[src/rtl/spike_rate_monitor.sv]
// Windowed spike-rate, ISI and coincidence monitor for a pre/post spike pair.
// Optional ISI histogram bins are compiled in with SPIKE_MON_HIST_EN.
module spike_rate_monitor #(
  parameter int WINDOW = 200,
  parameter int CNT_W  = 8
) (
  input  logic       clk,
  input  logic       rst,
  input  logic       pre_spike,
  input  logic       post_spike,
  input  logic       freeze,
  input  logic [1:0] sel,
  output logic [7:0] stat_out,
  output logic       win_valid,
  output logic       isi_valid
`ifdef SPIKE_MON_HIST_EN
  ,
  input  logic [1:0] hist_sel,
  output logic [7:0] hist_out
`endif
);

  localparam int TW = (WINDOW > 1) ? $clog2(WINDOW) : 1;
  localparam int XW = (CNT_W > 8) ? CNT_W : 8;
  localparam logic [TW-1:0] T_LAST = TW'(WINDOW - 1);

  typedef logic [CNT_W-1:0] cnt_t;

  function automatic cnt_t sat_inc(cnt_t v, logic en);
    if (en && (v != '1)) return v + cnt_t'(1);
    return v;
  endfunction

  logic [TW-1:0] timer_q, timer_d;
  cnt_t pre_q, pre_d;
  cnt_t post_q, post_d;
  cnt_t coi_q, coi_d;
  cnt_t pre_rate_q, pre_rate_d;
  cnt_t post_rate_q, post_rate_d;
  cnt_t coinc_q, coinc_d;
  cnt_t isi_q, isi_d;
  cnt_t last_isi_q, last_isi_d;
  logic primed_q, primed_d;
  logic isi_valid_q, isi_valid_d;
  logic win_q, win_d;
  logic [7:0] stat_q, stat_d;

  logic term;
  logic isi_load;
  cnt_t pre_inc, post_inc, coi_inc, isi_inc;
  cnt_t sel_val;
  logic [XW-1:0] sel_w;

  always_comb begin
    timer_d     = timer_q;
    pre_d       = pre_q;
    post_d      = post_q;
    coi_d       = coi_q;
    pre_rate_d  = pre_rate_q;
    post_rate_d = post_rate_q;
    coinc_d     = coinc_q;
    isi_d       = isi_q;
    last_isi_d  = last_isi_q;
    primed_d    = primed_q;
    isi_valid_d = isi_valid_q;
    win_d       = 1'b0;
    isi_load    = 1'b0;
    term        = (timer_q == T_LAST);
    pre_inc     = sat_inc(pre_q, pre_spike);
    post_inc    = sat_inc(post_q, post_spike);
    coi_inc     = sat_inc(coi_q, pre_spike & post_spike);
    isi_inc     = sat_inc(isi_q, 1'b1);

    unique case (sel)
      2'b00:   sel_val = pre_rate_q;
      2'b01:   sel_val = post_rate_q;
      2'b10:   sel_val = last_isi_q;
      default: sel_val = coinc_q;
    endcase
    sel_w  = XW'(sel_val);
    stat_d = sel_w[7:0];

    if (!freeze) begin
      timer_d = term ? '0 : timer_q + TW'(1);
      if (term) begin
        pre_rate_d  = pre_inc;
        post_rate_d = post_inc;
        coinc_d     = coi_inc;
        pre_d       = '0;
        post_d      = '0;
        coi_d       = '0;
        win_d       = 1'b1;
      end else begin
        pre_d  = pre_inc;
        post_d = post_inc;
        coi_d  = coi_inc;
      end
      // The first post spike only starts the interval measurement.
      if (post_spike) begin
        isi_d    = '0;
        primed_d = 1'b1;
        if (primed_q) begin
          last_isi_d  = isi_inc;
          isi_valid_d = 1'b1;
          isi_load    = 1'b1;
        end
      end else begin
        isi_d = isi_inc;
      end
    end
  end

  always_ff @(posedge clk or posedge rst) begin
    if (rst) begin
      timer_q     <= '0;
      pre_q       <= '0;
      post_q      <= '0;
      coi_q       <= '0;
      pre_rate_q  <= '0;
      post_rate_q <= '0;
      coinc_q     <= '0;
      isi_q       <= '0;
      last_isi_q  <= '0;
      primed_q    <= 1'b0;
      isi_valid_q <= 1'b0;
      win_q       <= 1'b0;
      stat_q      <= '0;
    end else begin
      timer_q     <= timer_d;
      pre_q       <= pre_d;
      post_q      <= post_d;
      coi_q       <= coi_d;
      pre_rate_q  <= pre_rate_d;
      post_rate_q <= post_rate_d;
      coinc_q     <= coinc_d;
      isi_q       <= isi_d;
      last_isi_q  <= last_isi_d;
      primed_q    <= primed_d;
      isi_valid_q <= isi_valid_d;
      win_q       <= win_d;
      stat_q      <= stat_d;
    end
  end

  assign stat_out  = stat_q;
  assign win_valid = win_q;
  assign isi_valid = isi_valid_q;

`ifdef SPIKE_MON_HIST_EN
  logic [3:0][7:0] bin_q, bin_d;
  logic [7:0] hist_q, hist_d;
  logic [31:0] isi_w;
  logic [1:0] bidx;

  always_comb begin
    bin_d  = bin_q;
    hist_d = bin_q[hist_sel];
    isi_w  = 32'(isi_inc);
    if (isi_w <= 32'd3) bidx = 2'd0;
    else if (isi_w <= 32'd15) bidx = 2'd1;
    else if (isi_w <= 32'd63) bidx = 2'd2;
    else bidx = 2'd3;
    if (isi_load && (bin_q[bidx] != 8'hff))
      bin_d[bidx] = bin_q[bidx] + 8'd1;
  end

  always_ff @(posedge clk or posedge rst) begin
    if (rst) begin
      bin_q  <= '0;
      hist_q <= '0;
    end else begin
      bin_q  <= bin_d;
      hist_q <= hist_d;
    end
  end

  assign hist_out = hist_q;
`endif

endmodule

[config.mk]
export PLATFORM = sky130hd
export DESIGN_NAME = spike_rate_monitor
export DESIGN_NICKNAME = d
export VERILOG_FILES = /design/src/rtl/spike_rate_monitor.sv
export SDC_FILE = /design/constraint.sdc
export NUM_CORES = 1
export LEC_CHECK = 0
export ABC_CLOCK_PERIOD_IN_PS = 3000
export CAP_MARGIN = 20
export CORE_AREA = 3 3 94 96
export DETAILED_ROUTE_END_ITERATION = 8
export DIE_AREA = 0 0 97 99
export GPL_TIMING_DRIVEN = 1
export HOLD_SLACK_MARGIN = 0.03
export MAX_ROUTING_LAYER = met4
export PLACE_DENSITY = 0.74
export SLEW_MARGIN = 20
export SYNTH_ARGS = -nofsm -noshare
export SYNTH_HDL_FRONTEND = slang
export SYNTH_SLANG_ARGS = --single-unit
[constraint.sdc]
create_clock -name clk -period 3 [get_ports clk]
set_input_delay 0.75 -clock clk [delete_from_list [all_inputs] [get_ports clk]]
set_output_delay 0.75 -clock clk [all_outputs]
set_load 0.005 [all_outputs]
==> results.cfg <==
[route]
post_drt_via_cell_ratio = 5.864
totalWireLength_um = 9165
vias = 3202
drt.antenna.violating_nets = 0
drc = 0
drtPass1Iterations = 4
drt_first_iter_violations = 293
route.detailed.wl_per_inst_um = 16.79

[layout]
layout-area-overhead-vs-synth_pct = 8.984
design.final.nets = 448
seq_area_um2 = 2077
fillCellCount = 683
multiInputGateArea_um2 = 2076
drive_gt1_frac = 0.1406
diodes = 0

[timing]
aggregate_negative_setup_slack_ns = 0
max_freq_mhz = 430.2
max_slew.worst_pin.slew_ns = 0.6118
grt_setup_unrepaired = no
report.final.setup_viol = 0
final_max_slew_viol_count = 0
hold_viol = 0
skew_final_ns = 0.01273
period_share = 0.7749
period_needed_ns = 2.325
worst_slew_margin_rel = 0.5922

[die]
design.die.area_um2 = 9603
die_width_um = 97
dieHeight_um = 99
start_util = 0.5359
ios = 17
placeableCoreArea_um2 = 8134
rows = 33

[setup_path]
worstPathBufferInverterCount = 2
setup.worst_path.start_class = input port
timing.critical_path.max_delay_family = buffers and inverters
max_stage_delay_ns = 0.75
worstPathArrival_ns = 2.56
worst-setup-path-type = in -> reg
cp.required_ns = 3.24
crit_path_cell_trace = clkdlybuf4s50_1, buf_4, nand3_1, mux2_2
critPathMaxFanout = 16
crit_path_end_kind = register
cp_slowest_cell = sky130_fd_sc_hd__clkdlybuf4s50_1

[flow_run]
maxCapViolCount = 0

[power_and_ir_drop]
powerDensity_nw_per_um2 = 571.6
power.leakage_nw = 1.993
vdd_ir_drop_max_v = 0.0002814
finalPower_mw = 2.715

[outcome]
status = completed

[synthesis]
synth_nets = 441
synth_sequential_area_ratio = 0.4765
synth-edff-count = 0
post_synth_adder_cell_area = 0.01435
synth_cells = 429
ys_ff_latch = 83
postSynth.asyncResetShare = 1.000
synthXorXnorAreaFrac = 0.03416
yosys.cell_types.count = 63
synthesis.area_um2 = 4359
synth.avg_cell_area_um2 = 10.16
yosys.area_share.simple = 0.1848
main_combinational_cell_family_by_area_after_synthesis = simple AND/OR/NAND/NOR gates
synth_compound_area_frac = 0.1731
synthesis_warnings = 0
synth_ff_type = sky130_fd_sc_hd__dfrtp_1
synth.mux.area_fraction = 0.06975

[global_route]
initial_antenna_violation_count = 0
via_count_of_the_first_global_routing_pass = 3107
grt_use_total = 0.2088
grt_first_pass_wirelength_um = 15510
grt_start_max_net_pins = 49
grt_overflow_total = 0

[clocking]
post_cts.resized_instances = 0
cts.reportedPaths.clkPinSlew_ns = 0.08
cts_made_buffers = 9
clock_tree_from_tritoncts = built
clk-insertion-delay-late_ns = 0.36
cts-root-to-sink-buffers = 2
cts-htree-levels = 3
hold_buffer_count_at_cts = 0
ctsRootBufferMaster = sky130_fd_sc_hd__clkbuf_8
tritoncts_sink_count = 83
post_cts.repair.setup_buffers = 0

[placed_design]
place_hpwl_um = 6578
routabilityCongestion = 0.8200
number_of_port_buffers = 16

[min_path]
hold_path.class = reg -> reg
kinds of logic after synthesis:
kind of cell,count (synthesis)
muxes,20
AOI/OAI and AO/OA,114
and+or+nand+nor,148
DFF,83
buffers and inverters,42
adders and majority gates,5
xor gates and xnor gates,17
metrics by stage:
step	utilization	worst slack (ns)	hold slack [ns]	std cells	area, µm²
6_report	0.5841	0.6754	0.4818	546	4751
5_1_grt	0.5841	0.4729	0.5110	546	4751
4_1_cts	0.5841	0.6947	0.4791	546	4751
3_5_place_dp	0.5613	0.3127	0.4604	530	4566
3_3_place_gp	0.5613	0.3613	0.4570	530	4566
2_1_floorplan	-	0.1132	0.4340	429	4359
cell type report:
class / instances / share of cell area
sequential: 83 / 0.4372
inverter: 12 / 0.009745
clock inverter: 5 / 0.01132
tap: 105 / 0.02765
multi-input combinational: 304 / 0.4369
clock buffer: 11 / 0.02765
timing repair buffer: 26 / 0.04951
cell usage in the layout (no fill, tap or decap), drive strengths merged, types with 3 or more instances in the layout:
cell type      count
a21oi             25
nor4               4
o21a               7
or2                4
xnor2             15
a211oi             6
clkinv             5
clkdlybuf4s50     16
nor2b              4
ha                 5
inv               11
a21o               4
nand2             48
and4               5
nand4             11
dfrtp             83
clkbuf            11
nand3             23
mux2i              9
a22o               6
nor2              22
and3              10
nor3               8
mux2               3
mux4               8
o31ai              7
buf               10
a31oi              7
o21ai             40
state kept, by name (all words and copies together), names as in the netlist:
| name | flops |
|---|---|
| coi_q | 8 |
| coinc_q | 8 |
| isi_q | 8 |
| last_isi_q | 8 |
| post_q | 8 |
| post_rate_q | 8 |
| pre_q | 8 |
| pre_rate_q | 8 |
| stat_out | 8 |
| timer_q | 8 |
| isi_valid | 1 |
| primed_q | 1 |
| win_valid | 1 |
final timing paths:
check	start	endpoint	slack, ns	depth (start not counted)
min reg2reg	post_rate_q[2]$_DFFE_PP0P_	post_rate_q[2]$_DFFE_PP0P_	0.48	2
max reg2reg	isi_q[0]$_DFFE_PP0N_	last_isi_q[1]$_DFFE_PP0P_	1.20	5
max	post_spike	last_isi_q[1]$_DFFE_PP0P_	0.68	4
max in group asynchronous	rst	coi_q[5]$_DFFE_PP0N_	1.69	3
min in group asynchronous	rst	post_q[5]$_DFFE_PP0N_	0.81	3
min	post_rate_q[2]$_DFFE_PP0P_	post_rate_q[2]$_DFFE_PP0P_	0.48	2
cell usage after synthesis (all sizes together) (8+ instances only):
library cell | n | area [µm²]
dfrtp | 83 | 2077
nor2 | 22 | 82.58
nand2 | 48 | 182.7
nand3 | 23 | 125.1
clkbuf | 8 | 33.78
and3 | 10 | 67.56
mux4 | 8 | 180.2
o21ai | 40 | 211.5
buf | 22 | 127.6
a21oi | 25 | 132.6
inv | 12 | 45.04
nand4 | 11 | 68.82
nor3 | 8 | 45.04
mux2i | 9 | 90.09
xnor2 | 15 | 131.4
routing by layer:
layer	up-vias	share of wire	GRT usage	routed length, µm
li1	1565	-	-	-
met1	1549	0.46	0.2758	4186
met2	73	0.48	0.3248	4404
met3	15	0.043	0.03326	391
met4	0	0.020	0.08423	182
met5	-	0	-	0
worst register-to-register path, stage by stage, from the launching register on:
cell and delay (ns):
sky130_fd_sc_hd__dfrtp_1 0.47, sky130_fd_sc_hd__ha_1 0.32, sky130_fd_sc_hd__and3_1 0.31, sky130_fd_sc_hd__nand2_2 0.12, sky130_fd_sc_hd__a21bo_2 0.22, sky130_fd_sc_hd__mux2_2 0.25
where the power goes:
group          switching (mW)  internal (mW)  total (mW)
combinational           0.261          0.229       0.490
clock                   0.394          0.383       0.776
sequential              0.194           1.26        1.45
No activity file was read; power rests on OpenSTA's default activity.
